**src/rtl/axi_10g_ethernet_0_pkg.sv**
```systemverilog
// Shared ARP/Ethernet constants and byte-order helpers for the 10G ARP
// receive parser and reply generator.
package axi_10g_ethernet_0_pkg;

  localparam logic [15:0] ETH_TYPE_ARP   = 16'h0806;
  localparam logic [15:0] ARP_HTYPE_ETH  = 16'h0001;
  localparam logic [15:0] ARP_PTYPE_IPV4 = 16'h0800;
  localparam logic [7:0]  ARP_HLEN_ETH   = 8'h06;
  localparam logic [7:0]  ARP_PLEN_IPV4  = 8'h04;
  localparam logic [15:0] ARP_OPER_REQ   = 16'd1;
  localparam logic [15:0] ARP_OPER_REPLY = 16'd2;

  localparam logic [2:0] BEAT_DA    = 3'd0;
  localparam logic [2:0] BEAT_ETYPE = 3'd1;
  localparam logic [2:0] BEAT_OPER  = 3'd2;
  localparam logic [2:0] BEAT_SPA   = 3'd3;
  localparam logic [2:0] BEAT_THA   = 3'd4;
  localparam logic [2:0] BEAT_TPA   = 3'd5;

  typedef enum logic [1:0] {
    ST_PARSE,
    ST_WAIT_LAST,
    ST_DISCARD
  } arpRxState_t;

  // Network-order value (first wire byte in the MSBs) to AXIS lane order.
  function automatic logic [47:0] toLanes48(input logic [47:0] netOrder);
    logic [47:0] lanes;
    for (int i = 0; i < 6; i++) lanes[8*i +: 8] = netOrder[47-8*i -: 8];
    return lanes;
  endfunction

  function automatic logic [15:0] fromLanes16(input logic [15:0] lanes);
    return {lanes[7:0], lanes[15:8]};
  endfunction

endpackage

```
**src/rtl/axi_10g_ethernet_0_sat_counter.sv**
```systemverilog
// Saturating up-counter with synchronous clear.
module axi_10g_ethernet_0_sat_counter #(
  parameter int WIDTH = 16
) (
  input  logic             aclk,
  input  logic             clear,
  input  logic             inc,
  output logic [WIDTH-1:0] count
);

  logic [WIDTH-1:0] r_count;

  always_ff @(posedge aclk) begin
    if (clear) begin
      r_count <= '0;
    end else if (inc && (r_count != {WIDTH{1'b1}})) begin
      r_count <= r_count + 1'b1;
    end
  end

  assign count = r_count;

endmodule

```
**src/rtl/axi_10g_ethernet_0_arp_receive.sv**
```systemverilog
// ARP receive parser on the 64-bit 10G RX stream: detects requests/replies
// for this board and reports the sender's MAC/IP one cycle after tlast.
module axi_10g_ethernet_0_arp_receive
  import axi_10g_ethernet_0_pkg::*;
#(
  parameter logic [47:0] BOARD_MAC = 48'h02_00_c0_a8_0a_0a,
  parameter logic [31:0] BOARD_IP  = {8'd192, 8'd168, 8'd2, 8'd20}
) (
  input  logic        aclk,
  input  logic        areset,
  input  logic [63:0] rx_axis_tdata,
  input  logic [7:0]  rx_axis_tkeep,
  input  logic        rx_axis_tvalid,
  input  logic        rx_axis_tlast,
  input  logic        rx_axis_tuser,
  output logic        tx_arp_en,
  output logic        arp_reply_rx,
  output logic [47:0] arp_src_mac,
  output logic [31:0] arp_src_ip,
  output logic [15:0] arp_req_cnt,
  output logic [15:0] arp_drop_cnt
);

  localparam logic [47:0] MAC_LANES = toLanes48(BOARD_MAC);

  arpRxState_t r_state;
  logic [2:0]  r_beat;
  logic        r_hdrOk, r_isArp;
  logic [15:0] r_oper, r_shaLo;
  logic [31:0] r_shaHi, r_spa;
  logic        r_txArpEn, r_replyRx;
  logic [47:0] r_srcMac;
  logic [31:0] r_srcIp;

  logic w_fullKeep, w_ethOk, w_beatOk, w_inParse, w_isArpNow, w_hdrOkNow;
  logic w_reached5, w_frameEnd, w_accept, w_req, w_reply, w_drop;

  // Decision terms include the current beat so a tlast beat judges itself.
  always_comb begin
    w_fullKeep = (rx_axis_tkeep == 8'hFF);
    w_ethOk    = (fromLanes16(rx_axis_tdata[47:32]) == ETH_TYPE_ARP);
    w_beatOk   = 1'b0;
    case (r_beat)
      BEAT_DA:    w_beatOk = w_fullKeep && ((rx_axis_tdata[47:0] == 48'hFFFF_FFFF_FFFF) ||
                                            (rx_axis_tdata[47:0] == MAC_LANES));
      BEAT_ETYPE: w_beatOk = w_fullKeep && (fromLanes16(rx_axis_tdata[63:48]) == ARP_HTYPE_ETH);
      BEAT_OPER:  w_beatOk = w_fullKeep && (fromLanes16(rx_axis_tdata[15:0]) == ARP_PTYPE_IPV4) &&
                             (rx_axis_tdata[23:16] == ARP_HLEN_ETH) &&
                             (rx_axis_tdata[31:24] == ARP_PLEN_IPV4);
      BEAT_SPA:   w_beatOk = w_fullKeep;
      BEAT_THA:   w_beatOk = w_fullKeep && (rx_axis_tdata[55:48] == BOARD_IP[31:24]) &&
                             (rx_axis_tdata[63:56] == BOARD_IP[23:16]) &&
                             ((r_oper != ARP_OPER_REPLY) || (rx_axis_tdata[47:0] == MAC_LANES));
      BEAT_TPA:   w_beatOk = (rx_axis_tkeep[1:0] == 2'b11) &&
                             (rx_axis_tdata[7:0] == BOARD_IP[15:8]) &&
                             (rx_axis_tdata[15:8] == BOARD_IP[7:0]);
      default:    w_beatOk = 1'b0;
    endcase

    w_inParse  = (r_state == ST_PARSE);
    w_isArpNow = r_isArp;
    w_hdrOkNow = r_hdrOk;
    if (w_inParse) begin
      if (r_beat == BEAT_DA)         w_isArpNow = 1'b0;
      else if (r_beat == BEAT_ETYPE) w_isArpNow = w_ethOk;
      w_hdrOkNow = ((r_beat == BEAT_DA) ? 1'b1 : r_hdrOk) & w_beatOk;
    end

    w_reached5 = (r_state == ST_WAIT_LAST) || (w_inParse && (r_beat == BEAT_TPA));
    w_frameEnd = rx_axis_tvalid && rx_axis_tlast && (r_state != ST_DISCARD);
    w_accept   = w_frameEnd && w_isArpNow && w_hdrOkNow && w_reached5 && rx_axis_tuser;
    w_req      = w_accept && (r_oper == ARP_OPER_REQ);
    w_reply    = w_accept && (r_oper == ARP_OPER_REPLY);
    w_drop     = w_frameEnd && w_isArpNow && !w_req && !w_reply;
  end

  always_ff @(posedge aclk) begin
    if (areset) begin
      r_state   <= ST_PARSE;
      r_beat    <= BEAT_DA;
      r_hdrOk   <= 1'b0;
      r_isArp   <= 1'b0;
      r_oper    <= '0;
      r_shaLo   <= '0;
      r_shaHi   <= '0;
      r_spa     <= '0;
      r_txArpEn <= 1'b0;
      r_replyRx <= 1'b0;
      r_srcMac  <= '0;
      r_srcIp   <= '0;
    end else begin
      r_txArpEn <= w_req;
      r_replyRx <= w_reply;
      if (w_req || w_reply) begin
        r_srcMac <= {r_shaHi, r_shaLo};
        r_srcIp  <= r_spa;
      end
      if (rx_axis_tvalid) begin
        if (w_inParse) begin
          r_hdrOk <= w_hdrOkNow;
          r_isArp <= w_isArpNow;
        end
        case (r_state)
          ST_PARSE: begin
            if (r_beat == BEAT_OPER) begin
              r_oper  <= fromLanes16(rx_axis_tdata[47:32]);
              r_shaLo <= rx_axis_tdata[63:48];
            end
            if (r_beat == BEAT_SPA) begin
              r_shaHi <= rx_axis_tdata[31:0];
              r_spa   <= rx_axis_tdata[63:32];
            end
            if (rx_axis_tlast)                          r_beat  <= BEAT_DA;
            else if ((r_beat == BEAT_ETYPE) && !w_ethOk) r_state <= ST_DISCARD;
            else if (r_beat == BEAT_TPA)                 r_state <= ST_WAIT_LAST;
            else                                         r_beat  <= r_beat + 3'd1;
          end
          ST_WAIT_LAST, ST_DISCARD: begin
            if (rx_axis_tlast) begin
              r_state <= ST_PARSE;
              r_beat  <= BEAT_DA;
            end
          end
          default: begin
            r_state <= ST_PARSE;
            r_beat  <= BEAT_DA;
          end
        endcase
      end
    end
  end

  axi_10g_ethernet_0_sat_counter #(.WIDTH(16)) u_reqCnt (
    .aclk  (aclk),
    .clear (areset),
    .inc   (w_req),
    .count (arp_req_cnt)
  );

  axi_10g_ethernet_0_sat_counter #(.WIDTH(16)) u_dropCnt (
    .aclk  (aclk),
    .clear (areset),
    .inc   (w_drop),
    .count (arp_drop_cnt)
  );

  assign tx_arp_en    = r_txArpEn;
  assign arp_reply_rx = r_replyRx;
  assign arp_src_mac  = r_srcMac;
  assign arp_src_ip   = r_srcIp;

endmodule

```
**config.mk**
```make
export PLATFORM = sky130hd
export DESIGN_NAME = axi_10g_ethernet_0_arp_receive
export DESIGN_NICKNAME = d
export VERILOG_FILES = /design/src/rtl/axi_10g_ethernet_0_pkg.sv /design/src/rtl/axi_10g_ethernet_0_sat_counter.sv /design/src/rtl/axi_10g_ethernet_0_arp_receive.sv
export SDC_FILE = /design/constraint.sdc
export NUM_CORES = 1
export LEC_CHECK = 0
export CAP_MARGIN = 20
export CORE_MARGIN = 3
export CORE_UTILIZATION = 51
export DETAILED_ROUTE_END_ITERATION = 10
export GPL_TIMING_DRIVEN = 0
export HOLD_SLACK_MARGIN = 0.06
export MAX_ROUTING_LAYER = met4
export PLACE_DENSITY = 0.85
export SETUP_SLACK_MARGIN = 0.5
export SKIP_LAST_GASP = 1
export SYNTH_ARGS = -nofsm -noshare
export SYNTH_HDL_FRONTEND = slang
export SYNTH_SLANG_ARGS = --single-unit
```
**constraint.sdc**
```tcl
create_clock -name aclk -period 3.6 [get_ports aclk]
set_input_delay 1.08 -clock aclk [delete_from_list [all_inputs] [get_ports aclk]]
set_output_delay 1.08 -clock aclk [all_outputs]
set_load 0.01 [all_outputs]
```
# Word level (Yosys, flattened, before mapping)

Index checks and enable logic that the tools add are counted.

Reductions and logical operators: 39
Multiplexer cells: 16
Equality and inequality tests: 31
Bitwise operators: 1
Add/subtract/negate cells: 3

Operators with widths:

| cell                    | number |
|---|---|
| $eq A48 B44 Y1 const B  | 1 |
| $eq A48 B48 Y1 const B  | 1 |
| $add A16 B1 Y16 const B | 2 |
| $eq A16 B1 Y1 const B   | 2 |
| $eq A16 B12 Y1 const B  | 2 |
| $ne A16 B16 Y1 const B  | 2 |
| $eq A8 B8 Y1 const B    | 3 |
| $logic_and A1 B1 Y1     | 24 |
| $eq A16 B2 Y1 const B   | 1 |
| $eq A8 B3 Y1 const B    | 2 |
| $ne A16 B2 Y1 const B   | 1 |
| $mux W3                 | 4 |
| $eq A8 B2 Y1 const B    | 1 |
| $eq A8 B5 Y1 const B    | 1 |
| $mux W2                 | 4 |
| $reduce_and A4 Y1       | 2 |
| $eq A3 B2 Y1 const B    | 2 |
| $eq A3 B3 Y1 const B    | 2 |
| $ne A2 B2 Y1 const B    | 3 |
| $ne A3 B3 Y1 const B    | 2 |
| $pmux W1 S6             | 1 |
| $pmux W3 S2             | 1 |
| $reduce_and A3 Y1       | 2 |
| $mux W1                 | 5 |
| 13 further kinds        | 19 |

Bits in registers: 217
Word-level logic and storage cells: 104
Bits of input ports: 77

# Depth between registers and ports, before layout

Gate-level depths: netlist of the first run.

Word-level depth: 15
Gate-level depth with buffers: 13
Mapped depth without buffers: 10

# By module

Synthesis of the first run repeated with hierarchy kept, for this count alone.

Cell total of the unflattened synthesis: 1,131
Area, all modules: 9,071.2 um2

By module, submodules not included:

| module                         | seq. area each (um2) | times used | area each (um2) | cells each |
|---|---|---|---|---|
| axi_10g_ethernet_0_arp_receive | 3,703.6              | 1          | 7,374.6         | 933 |
| axi_10g_ethernet_0_sat_counter | 320.3                | 2          | 848.3           | 99 |

# Worst setup path after synthesis of the first run

Ideal clock, no wire load.

Path kind: in2reg
From: input rx_axis_tvalid
To: register u_dropCnt.r_count[10], in the netlist u_dropCnt.count[10]
Data arrival time: 3.110 ns
Slack: 0.367 ns
Data required time: 3.477 ns
Stages: 11
Setup time: 0.123 ns
Path through: clkbuf_1 > and3b_1 > o2111ai_1 > o21ai_2 > and3_1 > buf_6 > and3_4 > a221oi_2 > buf_2 > nand3_1 > mux2_1

Longest elaborated chain between the ends: 11
Elaborated cells between the ends (all ways): 13

Ends and longest elaborated chain:

| element                              | line                                                                       | text |
|---|---|---|
| from (decl)                          | axi_10g_ethernet_0_arp_receive.sv:13                                       | `input logic rx_axis_tvalid,` |
| $logic_and A1 B1 Y1 (*) (2 in a row) | axi_10g_ethernet_0_arp_receive.sv:70                                       | `w_frameEnd = rx_axis_tvalid && rx_axis_tlast && (r_state != ST_DISCARD);` |
| $logic_and A1 B1 Y1 (*)              | axi_10g_ethernet_0_arp_receive.sv:71, axi_10g_ethernet_0_arp_receive.sv:74 |  |
| $logic_and A1 B1 Y1 (3 in a row)     | axi_10g_ethernet_0_arp_receive.sv:71                                       | `w_accept = w_frameEnd && w_isArpNow && w_hdrOkNow && w_reached5 && rx_axis_tuser;` |
| $logic_and A1 B1 Y1                  | axi_10g_ethernet_0_arp_receive.sv:72                                       | `w_req = w_accept && (r_oper == ARP_OPER_REQ);` |
| $logic_not A1 Y1                     | axi_10g_ethernet_0_arp_receive.sv:74                                       | `w_drop = w_frameEnd && w_isArpNow && !w_req && !w_reply;` |
| $logic_and A1 B1 Y1                  | axi_10g_ethernet_0_arp_receive.sv:74                                       |  |
| $logic_and A1 B1 Y1 (*)              | axi_10g_ethernet_0_arp_receive.sv:74                                       |  |
| $logic_and A1 B1 Y1 (*)              | axi_10g_ethernet_0_sat_counter.sv:16                                       | `end else if (inc && (r_count != {WIDTH{1'b1}})) begin` |
| to (signal assigned)                 | axi_10g_ethernet_0_sat_counter.sv:17                                       | `r_count <= r_count + 1'b1;` |
| to (decl)                            | axi_10g_ethernet_0_sat_counter.sv:11                                       | `logic [WIDTH-1:0] r_count;` |

Mark *: on every way between the ends. The rest lies on a longest branch, timed or not.
A chain may end at the register's enable or synchronous reset.

# Worst setup path after layout of the first run

From: input rx_axis_tdata[58]
To: register u_reqCnt.r_count[13], in the netlist u_reqCnt.count[13]

Longest elaborated chain between the ends: 11
Elaborated cells between the ends (all ways): 13

Ends and longest elaborated chain:

| element                              | line                                 | text |
|---|---|---|
| from (decl)                          | axi_10g_ethernet_0_arp_receive.sv:11 | `input logic [63:0] rx_axis_tdata,` |
| $eq A8 B8 Y1                         | axi_10g_ethernet_0_arp_receive.sv:52 | `(rx_axis_tdata[63:56] == BOARD_IP[23:16]) &&` |
| $logic_and A1 B1 Y1                  | axi_10g_ethernet_0_arp_receive.sv:51 | `BEAT_THA: w_beatOk = w_fullKeep && (rx_axis_tdata[55:48] == BOARD_IP[31:24]) &&` |
| $logic_and A1 B1 Y1                  | axi_10g_ethernet_0_arp_receive.sv:52 |  |
| $pmux W1 S6 (*)                      | axi_10g_ethernet_0_arp_receive.sv:43 | `case (r_beat)` |
| $and A1 B1 Y1 (*)                    | axi_10g_ethernet_0_arp_receive.sv:66 | `w_hdrOkNow = ((r_beat == BEAT_DA) ? 1'b1 : r_hdrOk) & w_beatOk;` |
| $mux W1 (*)                          | axi_10g_ethernet_0_arp_receive.sv:63 | `if (w_inParse) begin` |
| $logic_and A1 B1 Y1 (*) (3 in a row) | axi_10g_ethernet_0_arp_receive.sv:71 |  |
| $logic_and A1 B1 Y1 (*)              | axi_10g_ethernet_0_arp_receive.sv:72 |  |
| $logic_and A1 B1 Y1 (*)              | axi_10g_ethernet_0_sat_counter.sv:16 |  |
| to (signal assigned)                 | axi_10g_ethernet_0_sat_counter.sv:17 |  |
| to (decl)                            | axi_10g_ethernet_0_sat_counter.sv:11 |  |

Marks and branches as above.

==> flow_summary_export.csv, run 1 <==
group,metric,value,unit
outcome,status,"completed",
route,drc,0,
global_routing,grt_max_degree,13,
yosys,synth_compound_area_share,14.65,%
die,placementRows,48,
sta,max-slew-margin-rel,46.13,%
yosys,syn-num-nets,1243,
worst_setup_path,path_max_fanout,6,
worst_setup_path,crit_start,"rx_axis_tdata[58]",
die,die_w,139.1,um
global_routing,antenna_found_initial,3,
die,dieArea,19350,um2
route,dr.first_iter.drc_count,743,
placed_design,detailedPlace.worstSlack,-0.7616,ns
final_layout,final_core_util,71.67,%
route,vias_per_cell,5.748,
yosys,synth_top_area_share,48.08,%
worst_setup_path,cp-start-kind,"input port",
clock_network,cts_tree,"yes",
global_routing,grt_pass1_wl,45080,um
yosys,synth-main-ff-cell,"dfxtp_1",
placed_design,place_congestion,0.9494,
power,power_density,394.1,nW/um2
placed_design,port_buffers,188,
clock_network,hold_buffers,0,
route,antenna_left,0,
route,firstDrtPassIters,5,
yosys,synth.area.top_cells,"dfxtp_1 (48%), nand2_1 (16%), a21oi_1 (11%)",
clock_network,clk_pin_slew,0.06,ns
worst_setup_path,end_kind,"register",
min_path,hp-start,"arp_src_ip[18]$_SDFFE_PP0P_",
die,core,17300,um2
route,vias,9416,
yosys,yosysSeqAreaShare,48.08,%
route,wl,29460,um
power,peakVddDrop,0.0003469,V
yosys,synthMuxAreaShare,2.091,%
yosys,synth_top_cell_by_area,"dfxtp_1",
clock_network,clock_sinks,217,
clock_network,cts_root_buf,"clkbuf_16",
clock_network,clk_latency,0.51,ns
yosys,synth_seq_cells,217,
sta,finalCritPeriodShare,87.67,%
sta,finalHoldViolations,0,
sta,min_period,3.156,ns
flow_run,drv_cap,0,
sta,tightest_slew,0.8080,ns
final_layout,fillers,1350,
yosys,synth_area_per_cell,7.816,um2
clock_network,ctsLongestPathBuffers,3,
final_layout,stdcell_count,1638,
clock_network,cts_made_buffers,23,
sta,finalSetupViolCount,0,
worst_setup_path,path_class,"input port to register",
final_layout,fin_nets,1484,
yosys,synthArstFlopShare,0,%
yosys,synth-adder-area-share,1.385,%
yosys,synth_xor_area_share,0,%
die,start_util,52.24,%
yosys,synth_top_family_by_area,"simple AND/OR/NAND/NOR gates",
power,power.total,4.885,mW
yosys,yosys_warnings,0,
worst_setup_path,crit_required,3.98,ns
placed_design,dpl.hpwl,20410,um
yosys,netlist_instances,1156,
sta,worst_hold_slack,0.4481,ns
global_routing,track_usage,29.00,%
yosys,synth_common_cells,"nand2_1 (379), dfxtp_1 (217), a21oi_1 (196)",
final_layout,syn_to_final_growth,37.20,%
clock_network,htreeDepth,1,
sta,fin_ws,0.4439,ns
yosys,post-synth-top-count-cell,"nand2_1",
sta,finalMaxSlewViolations,0,
sta,fmax,0.3168,GHz
global_routing,grt_pass1_vias,9078,
die,ioPinCount,191,
min_path,hold_class,"register to register",
worst_setup_path,cp_data_arrival_time,3.54,ns
final_layout,drive_gt1_share,14.12,%
placed_design,placed_cells,1569,
yosys,synth.cell_area,9035,um2
worst_setup_path,r2r_start,"r_beat[2]$_SDFFE_PP0P_",
die,die_y,139.1,um
yosys,synthSimpleGateAreaFrac,29.19,%
sta,finClkSkew,0.01579,ns
route,wl_per_cell,17.99,um
sta,rsz0062_at_grt,"true",
yosys,synth_cell_types,59,
power,leakage,4.229,nW
yosys,synth_edf_count,0,
global_routing,gr-total-overflow,0,
layout by cell type (no fill, tap or decap), types with 9 or more instances in the layout:
cell type,instances
a21oi_1,189
and3_1,11
buf_2,11
buf_4,32
buf_6,21
clkbuf_1,58
clkbuf_16,23
clkbuf_2,18
clkdlybuf4s50_1,118
dfxtp_1,217
dlygate4sd2_1,27
inv_1,11
mux2_2,9
nand2_1,375
nand3_1,22
nand4_1,23
nor2_1,52
nor2b_1,15
nor3_1,9
nor4_4,9
o21ai_0,11
registers in the layout, indices dropped and copies added (netlist names):
| name | count |
|---|---|
| arp_src_mac | 48 |
| arp_reply_rx | 1 |
| r_spa | 32 |
| r_isArp | 1 |
| r_hdrOk | 1 |
| u_reqCnt.count | 16 |
| r_shaHi | 32 |
| tx_arp_en | 1 |
| r_beat | 3 |
| u_dropCnt.count | 16 |
| r_shaLo | 16 |
| r_state | 2 |
| arp_src_ip | 32 |
| r_oper | 16 |
metal layers:
layer  GRT usage (%)  part of all wire [%]  vias to the layer above
met3           6.414                    11                       99
met1           34.99                    39                     4410
met5               -                     0                        -
li1                -                     -                     4412
met4           11.79                   3.8                        0
met2           47.25                    47                      495
cell families after synthesis:
| group | count (synthesis) |
|---|---|
| simple gates | 590 |
| flops | 217 |
| fa+ha+maj | 10 |
| mux | 17 |
| compound gates | 236 |
| buf+inv | 86 |
worst paths after layout:
kind	cells after the start	slack, ns	end
worst max-delay path	9	0.44	u_reqCnt.count[13]$_SDFFE_PP0P_
worst max register to register	11	0.61	u_reqCnt.count[2]$_SDFFE_PP0P_
worst min-delay path	2	0.45	arp_src_ip[18]$_SDFFE_PP0P_
worst min register to register	2	0.45	arp_src_ip[18]$_SDFFE_PP0P_
through the flow:
| step | setup TNS, ns | cell area (um2) |
|---|---|---|
| 4_1_cts | 0 | 12220 |
| 2_1_floorplan | 0 | 9106 |
| 5_1_grt | 0 | 12400 |
| 6_report | 0 | 12400 |
| 3_5_place_dp | -70.50 | 11270 |
| 3_3_place_gp | -66.46 | 11270 |
power by group:
part | internal (mW) | total (mW) | switching, mW
Sequential | 2.41 | 2.41 | 0.00584
Clock | 1.28 | 2.20 | 0.916
Combinational | 0.0902 | 0.271 | 0.181
critical path, cell delays in order:
cell and delay [ns]:
dlygate4sd2_1 0.29, nor4_2 0.36, nand3_2 0.18, or3_4 0.44, nor4b_4 0.30, buf_4 0.17
a221oi_4 0.06, nor4b_2 0.29, mux2_2 0.37
final cells by class:
type | instances | area (um2) | area share, %
buffer | 73 | 419.2 | 3.381
clock inverter | 3 | 40.04 | 0.3230
antenna | 4 | 10.01 | 0.08075
multi-input combinational | 854 | 4676 | 37.72
timing repair buffer | 215 | 1939 | 15.65
tap | 225 | 281.5 | 2.271
sequential | 217 | 4344 | 35.05
inverter | 13 | 48.80 | 0.3937
clock buffer | 34 | 636.9 | 5.138
timing repair:
action	CTS	global route
pin swaps	34	36
endpoints found under the setup margin	114	110
buffers inserted	20	5
hold endpoints to repair	0	0
resized for setup	154	123
gates cloned	3	0
No activity file was read; power rests on OpenSTA's default activity.
==> run 2: changes to the inputs <==
--- a/config.mk
+++ b/config.mk
@@ -7,12 +7,12 @@
 export LEC_CHECK = 0
 export CAP_MARGIN = 20
 export CORE_MARGIN = 3
-export CORE_UTILIZATION = 51
+export CORE_UTILIZATION = 40
 export DETAILED_ROUTE_END_ITERATION = 10
 export GPL_TIMING_DRIVEN = 0
 export HOLD_SLACK_MARGIN = 0.06
 export MAX_ROUTING_LAYER = met4
-export PLACE_DENSITY = 0.85
+export PLACE_DENSITY = 0.7
 export SETUP_SLACK_MARGIN = 0.5
 export SKIP_LAST_GASP = 1
 export SYNTH_ARGS = -nofsm -noshare
==> run 2 against run 1 <==
Effect of this change:
- sequential power hardly changed
- largest power group unchanged
- critical path depth stayed put
- setup slack better by 0.090 ns
==> flow_summary_export.csv, run 2 (synthesis gave the netlist of run 1 again) <==
group,metric,value,unit
die,die_y,156.3,um
die,start_util,41.02,%
final_layout,largest_reg_flops,48,
sta,finalHoldViolations,0,
clock_network,ctsLongestPathBuffers,3,
clock_network,clk_latency,0.52,ns
worst_setup_path,crit_required,4.00,ns
final_layout,final_cell_mix,"nand2_1 (376), dfxtp_1 (215), a21oi_1 (192)",
sta,tightest_slew,0.9020,ns
global_routing,grt_pass1_vias,8512,
global_routing,gr-total-overflow,0,
placed_design,place_congestion,0.8852,
global_routing,grt_max_degree,14,
global_routing,grt_pass1_wl,45340,um
route,wirelength_met1,13380,um
clock_network,hold_buffers,0,
final_layout,layout_commonest_cell,"nand2_1",
sta,worst_hold_slack,0.4475,ns
worst_setup_path,path_class,"input port to register",
die,ioPinCount,191,
worst_setup_path,path_max_fanout,4,
clock_network,htreeDepth,1,
final_layout,drive_gt1_share,13.26,%
placed_design,dpl.hpwl,21100,um
die,die_w,156.3,um
route,antenna_left,0,
sta,finalSetupViolCount,0,
sta,max-slew-margin-rel,39.87,%
clock_network,clk_pin_slew,0.06,ns
clock_network,clock_sinks,217,
final_layout,syn_to_final_growth,36.12,%
sta,rsz0062_at_grt,"true",
route,firstDrtPassIters,5,
route,drc,0,
worst_setup_path,r2r_start,"r_beat[0]$_SDFFE_PP0P_",
power,peakVddDrop,0.0002985,V
route,dr.first_iter.drc_count,682,
sta,finalCritPeriodShare,85.18,%
clock_network,cts_tree,"yes",
power,leakage,4.168,nW
route,top_layer_used,"met4",
worst_setup_path,cp_data_arrival_time,3.47,ns
route,vias_per_cell,5.382,
flow_run,drv_cap,0,
worst_setup_path,end_kind,"register",
final_layout,fin_nets,1477,
clock_network,cts_root_buf,"clkbuf_16",
die,dieArea,24430,um2
global_routing,antenna_found_initial,3,
min_path,hp-start,"arp_src_ip[16]$_SDFFE_PP0P_",
power,power_density,394.2,nW/um2
sta,min_period,3.067,ns
final_layout,fillers,2013,
route,vias,9074,
placed_design,port_buffers,188,
route,wl,29240,um
die,core,22030,um2
worst_setup_path,crit_start,"rx_axis_tdata[31]",
clock_network,cts_made_buffers,23,
sta,finalMaxSlewViolations,0,
die,placementRows,54,
route,wl_met2,13030,um
route,wl_met3,2108,um
power,power.total,4.848,mW
sta,finClkSkew,0.01134,ns
sta,fmax,0.3261,GHz
route,wl_per_cell,17.35,um
min_path,hold_class,"register to register",
global_routing,track_usage,23.71,%
outcome,status,"completed",
worst_setup_path,cp-start-kind,"input port",
==> run 2: changes by cell type in the layout (fill, tap and decap cells not counted), sizes merged, moves of 2 or more <==
cell / before / now
clkinvlp: 0 / 2
dlygate4sd2: 27 / 18
clkinv: 2 / 4
clkdlybuf4s15: 4 / 10
clkbuf: 104 / 108
dlymetal6s2s: 2 / 4
buf: 67 / 53
==> run 2: power breakdown <==
| part | leakage [nW] | total [mW] | switching (mW) | internal [mW] |
|---|---|---|---|---|
| clock | 0.325 | 2.17 | 0.969 | 1.20 |
| sequential | 1.75 | 2.41 | 0.00577 | 2.41 |
| combinational | 2.10 | 0.259 | 0.173 | 0.0864 |
==> run 2: layout make-up <==
class	instances	area, um2	share of cell area (%)
Clock buffer	31	615.6	5.006
Antenna cell	3	7.507	0.06104
Multi-Input combinational cell	854	4578	37.23
Inverter	13	48.80	0.3968
Timing Repair Buffer	208	1887	15.34
Sequential cell	217	4347	35.34
Tap cell	280	350.3	2.849
Clock inverter	7	55.05	0.4477
Buffer	73	409.1	3.327
==> run 2: worst max-delay path: stages <==
cell and delay (ns):
clkdlybuf4s50_1 0.59, nor4b_1 0.09, a311o_1 0.35, or2_4 0.29, a221oi_4 0.33, buf_6 0.15, buf_6 0.10, and3_1 0.15
mux2_2 0.33
==> run 2: layer usage <==
metal	up-vias	track usage, %
met1	4284	32.03
li1	4411	-
met2	329	36.56
met4	0	6.294
met5	-	-
met3	50	4.618
==> run 2: what timing repair did <==
action,CTS,global route
gates cloned,2,1
resized for setup,142,100
setup endpoints to repair,112,112
pin swaps,29,29
setup buffers,17,1
==> run 2: per-stage QoR <==
stage	area (um2)	setup TNS (ns)	instances	setup WS, ns	util, %
after CTS	12260	0	1681	0.5002	55.68
after detailed placement	11340	-68.12	1624	-0.7144	51.48
after floorplan	9106	0	1156	0.4945	-
final	12300	0	1686	0.5335	55.83
after global routing	12300	0	1686	0.4766	55.83
after global placement	11340	-66.73	1624	-0.6966	51.48
==> run 2: path summary, 6_finish.rpt <==
path / to / slack, ns / cells after the start
setup / recovery: u_dropCnt.count[13]$_SDFFE_PP0P_ / 0.53 / 9
setup reg to reg: u_dropCnt.count[13]$_SDFFE_PP0P_ / 0.61 / 14
hold reg to reg: arp_src_ip[16]$_SDFFE_PP0P_ / 0.45 / 2
hold / removal: arp_src_ip[16]$_SDFFE_PP0P_ / 0.45 / 2
==> run 3: changes to the inputs <==
--- a/config.mk
+++ b/config.mk
@@ -6,6 +6,7 @@
 export NUM_CORES = 1
 export LEC_CHECK = 0
 export CAP_MARGIN = 20
+export CORE_ASPECT_RATIO = 1.75
 export CORE_MARGIN = 3
 export CORE_UTILIZATION = 40
 export DETAILED_ROUTE_END_ITERATION = 10
==> constraint.sdc (replaced) <==
create_clock -name aclk -period 3.1 [get_ports aclk]
set_input_delay 0.93 -clock aclk [delete_from_list [all_inputs] [get_ports aclk]]
set_output_delay 0.93 -clock aclk [all_outputs]
set_load 0.01 [all_outputs]
==> run 3 against run 2 <==
Effect of this change:
- cell count increased by 3.4%
- power increased by 17%
- register-to-register slack got worse by 0.42 ns
- sequential power increased by 16%
- flip-flop and latch count unchanged
- non-clock buffer count increased by 45
- design area increased by 15%
- clock skew increased by 0.011 ns
- setup slack got worse by 0.37 ns
- combinational power increased by 41%
- critical endpoint is now arp_src_ip[30]$_SDFFE_PP0P_
- via count increased by 6.9%
- first-iteration DRC count decreased by 1.2%
==> flow_summary_export.csv, run 3 (synthesis gave the netlist of run 1 again) <==
group,metric,value,unit
route,drc,0,
route,dr.first_iter.drc_count,674,
global_routing,grt_use_met1,27.82,%
route,vias,9696,
final_layout,largest_reg_flops,48,
worst_setup_path,path_class,"input port to register",
placed_design,place_congestion,0.9031,
die,placementRows,72,
power,comb_power_share,6.4,%
global_routing,antenna_found_initial,2,
sta,finalCritPeriodShare,94.68,%
worst_setup_path,path_buf_inv,7,
flow_run,drv_cap,0,
sta,min_period,2.935,ns
die,die_w,119.6,um
worst_setup_path,r2r_start,"r_beat[2]$_SDFFE_PP0P_",
power,power.total,5.655,mW
worst_setup_path,crit_path_top_delay_cell,"nor4_2",
outcome,status,"completed",
route,vias_per_cell,5.560,
power,p_int,4.338,mW
power,power_switching,1.317,mW
die,core,22160,um2
clock_network,cts_root_buf,"clkbuf_16",
worst_setup_path,end_kind,"register",
sta,finalSetupViolCount,0,
sta,finClkSkew,0.02267,ns
final_layout,layout_commonest_cell,"nand2_1",
placed_design,placed_area,11410,um2
min_path,hp-start,"r_spa[7]$_SDFFE_PP0P_",
sta,finalMaxSlewViolations,0,
final_layout,fillers,1840,
die,ioPinCount,191,
power,p_sw_share,23.28,%
clock_network,ctsLongestPathBuffers,3,
global_routing,grt_pass1_vias,9322,
clock_network,clk_pin_slew,0.07,ns
power,power_density,399.3,nW/um2
die,start_util,40.77,%
global_routing,grt_use_met2,45.39,%
die,die_y,204.8,um
worst_setup_path,cp_top_family,"buffers and inverters",
global_routing,gr-total-overflow,0,
global_routing,grt_pass1_wl,48400,um
worst_setup_path,regToRegEndpoint,"arp_src_ip[30]$_SDFFE_PP0P_",
global_routing,track_usage,25.23,%
min_path,hold_class,"register to register",
power,power_frac_clock,44.0,%
min_path,worstHoldPathCells,2,
final_layout,regArea,4353,um2
route,firstDrtPassIters,5,
global_routing,gr-max-usage-layer,"met2",
final_layout,final_cell_mix,"nand2_1 (292), dfxtp_1 (214), a21oi_1 (134)",
worst_setup_path,max_stage_delay,0.33,ns
global_routing,grt_max_degree,16,
clock_network,clk_latency,0.50,ns
worst_setup_path,cp-start-kind,"input port",
sta,rsz0062_at_grt,"true",
clock_network,cts_tree,"yes",
worst_setup_path,crit_chain,"buf_4 > nor4_2 > nand3_2 > buf_6 > nor2_1 > a311o_1 > buf_4 > a211oi_4 > o31ai_4 > buf_6 > buf_12 > buf_12 > buf_16 > nand2_1 > a21oi_1",
sta,max-slew-margin-rel,52.43,%
placed_design,dpl.hpwl,21530,um
route,antenna_left,0,
clock_network,cts_made_buffers,21,
power,seq_power_share,49.6,%
worst_setup_path,r2r_setup_slack,0.19,ns
sta,finalHoldViolations,0,
worst_setup_path,cp_data_arrival_time,3.35,ns
power,leakage,5.113,nW
final_layout,final_cell_area,14160,um2
min_path,hold-path-endpoint,"arp_src_ip[7]$_SDFFE_PP0P_",
die,dieArea,24500,um2
final_layout,syn_to_final_growth,56.74,%
sta,fmax,0.3407,GHz
clock_network,hold_buffers,0,
clock_network,htreeDepth,1,
placed_design,port_buffers,188,
power,peakVddDrop,0.0003781,V
final_layout,drive_gt1_share,29.67,%
route,wl,33370,um
global_routing,gr-usage-met3,3.425,%
worst_setup_path,path_max_fanout,5,
worst_setup_path,crit_required,3.51,ns
final_layout,fin_nets,1520,
sta,worst_hold_slack,0.4554,ns
final_layout,multi_input_area,5522,um2
worst_setup_path,reg2regPathDepth,15,
route,wl_per_cell,19.13,um
sta,tightest_slew,0.7135,ns
clock_network,clock_sinks,217,
[run 3: cell count changes in the layout (fill, tap and decap cells not counted), moves of 15 or more]
cell / change
buf_4: +21
buf_6: +15
clkbuf_2: -16
nand2_4: +55
buf_8: +21
nand2_1: -84
a21oi_2: +59
nand2_2: +29
a21oi_1: -58
[run 3: layout make-up]
cell class	instances	area share (%)
sequential	217	30.74
antenna	2	0.03534
buffer	73	3.799
inverter	13	0.3623
multi-input combinational	854	38.99
clock inverter	7	0.4418
timing repair buffer	253	18.88
clock buffer	29	4.135
tap	296	2.615
[run 3: power groups by stage]
stage / Combinational, mW / Sequential, mW / Clock (mW)
global route: 0.383 / 2.80 / 2.62
floorplan: 0.120 / 2.86 / 0
detailed placement: 0.316 / 2.87 / 0
finish: 0.364 / 2.80 / 2.49
global placement: 0.313 / 2.86 / 0
CTS: 0.327 / 2.80 / 2.50
[run 3: stage by stage]
| stage | utilization (%) | setup WS (ns) | std cells | TNS [ns] |
|---|---|---|---|---|
| floorplan | - | 0.1696 | 1156 | 0 |
| CTS | 58.54 | 0.3122 | 1716 | 0 |
| global route | 63.90 | 0.07037 | 1744 | 0 |
| finish | 63.90 | 0.1650 | 1744 | 0 |
| detailed placement | 51.49 | -1.136 | 1640 | -114.80 |
| global placement | 51.49 | -1.126 | 1640 | -112.37 |
[run 3: metal layers]
layer  vias up  share of wire, %  wire (um)
met3       124               6.4       2144
li1       4503                 -          -
met1      4635                37      12190
met2       434                53      17520
met4         0               4.5       1506
met5         -                 0          0
[run 3: worst register-to-register path, cell delays in order, from the launching register on]
cell and delay, ns:
dfxtp_2 0.37, buf_6 0.12, buf_6 0.13, nand2_4 0.06
or4_4 0.58, o22ai_2 0.14, a311o_1 0.22, buf_4 0.16
a211oi_4 0.04, o31ai_4 0.27, buf_6 0.15, buf_12 0.14
buf_12 0.12, buf_16 0.10, nand2_1 0.05, a21oi_1 0.17
[run 3: what timing repair did]
action	CTS	global route
setup endpoints to repair	122	212
pin swaps	49	111
gates resized for setup	417	295
setup buffers	28	19
gates cloned	12	7
[run 3: how the worst max path moves through the flow]
stage / startpoint / end / slack (ns) / cells after the start
floorplan: rx_axis_tvalid / u_dropCnt.count[10]$_SDFFE_PP0P_ / 0.17 / 11
global placement: rx_axis_tdata[3] / arp_src_ip[22]$_SDFFE_PP0P_ / -1.13 / 10
detailed placement: rx_axis_tdata[39] / arp_src_ip[22]$_SDFFE_PP0P_ / -1.14 / 10
CTS: rx_axis_tdata[47] / u_reqCnt.count[13]$_SDFFE_PP0P_ / 0.31 / 11
global route: rx_axis_tdata[9] / arp_src_ip[30]$_SDFFE_PP0P_ / 0.07 / 15
finish: rx_axis_tdata[9] / arp_src_ip[30]$_SDFFE_PP0P_ / 0.16 / 15
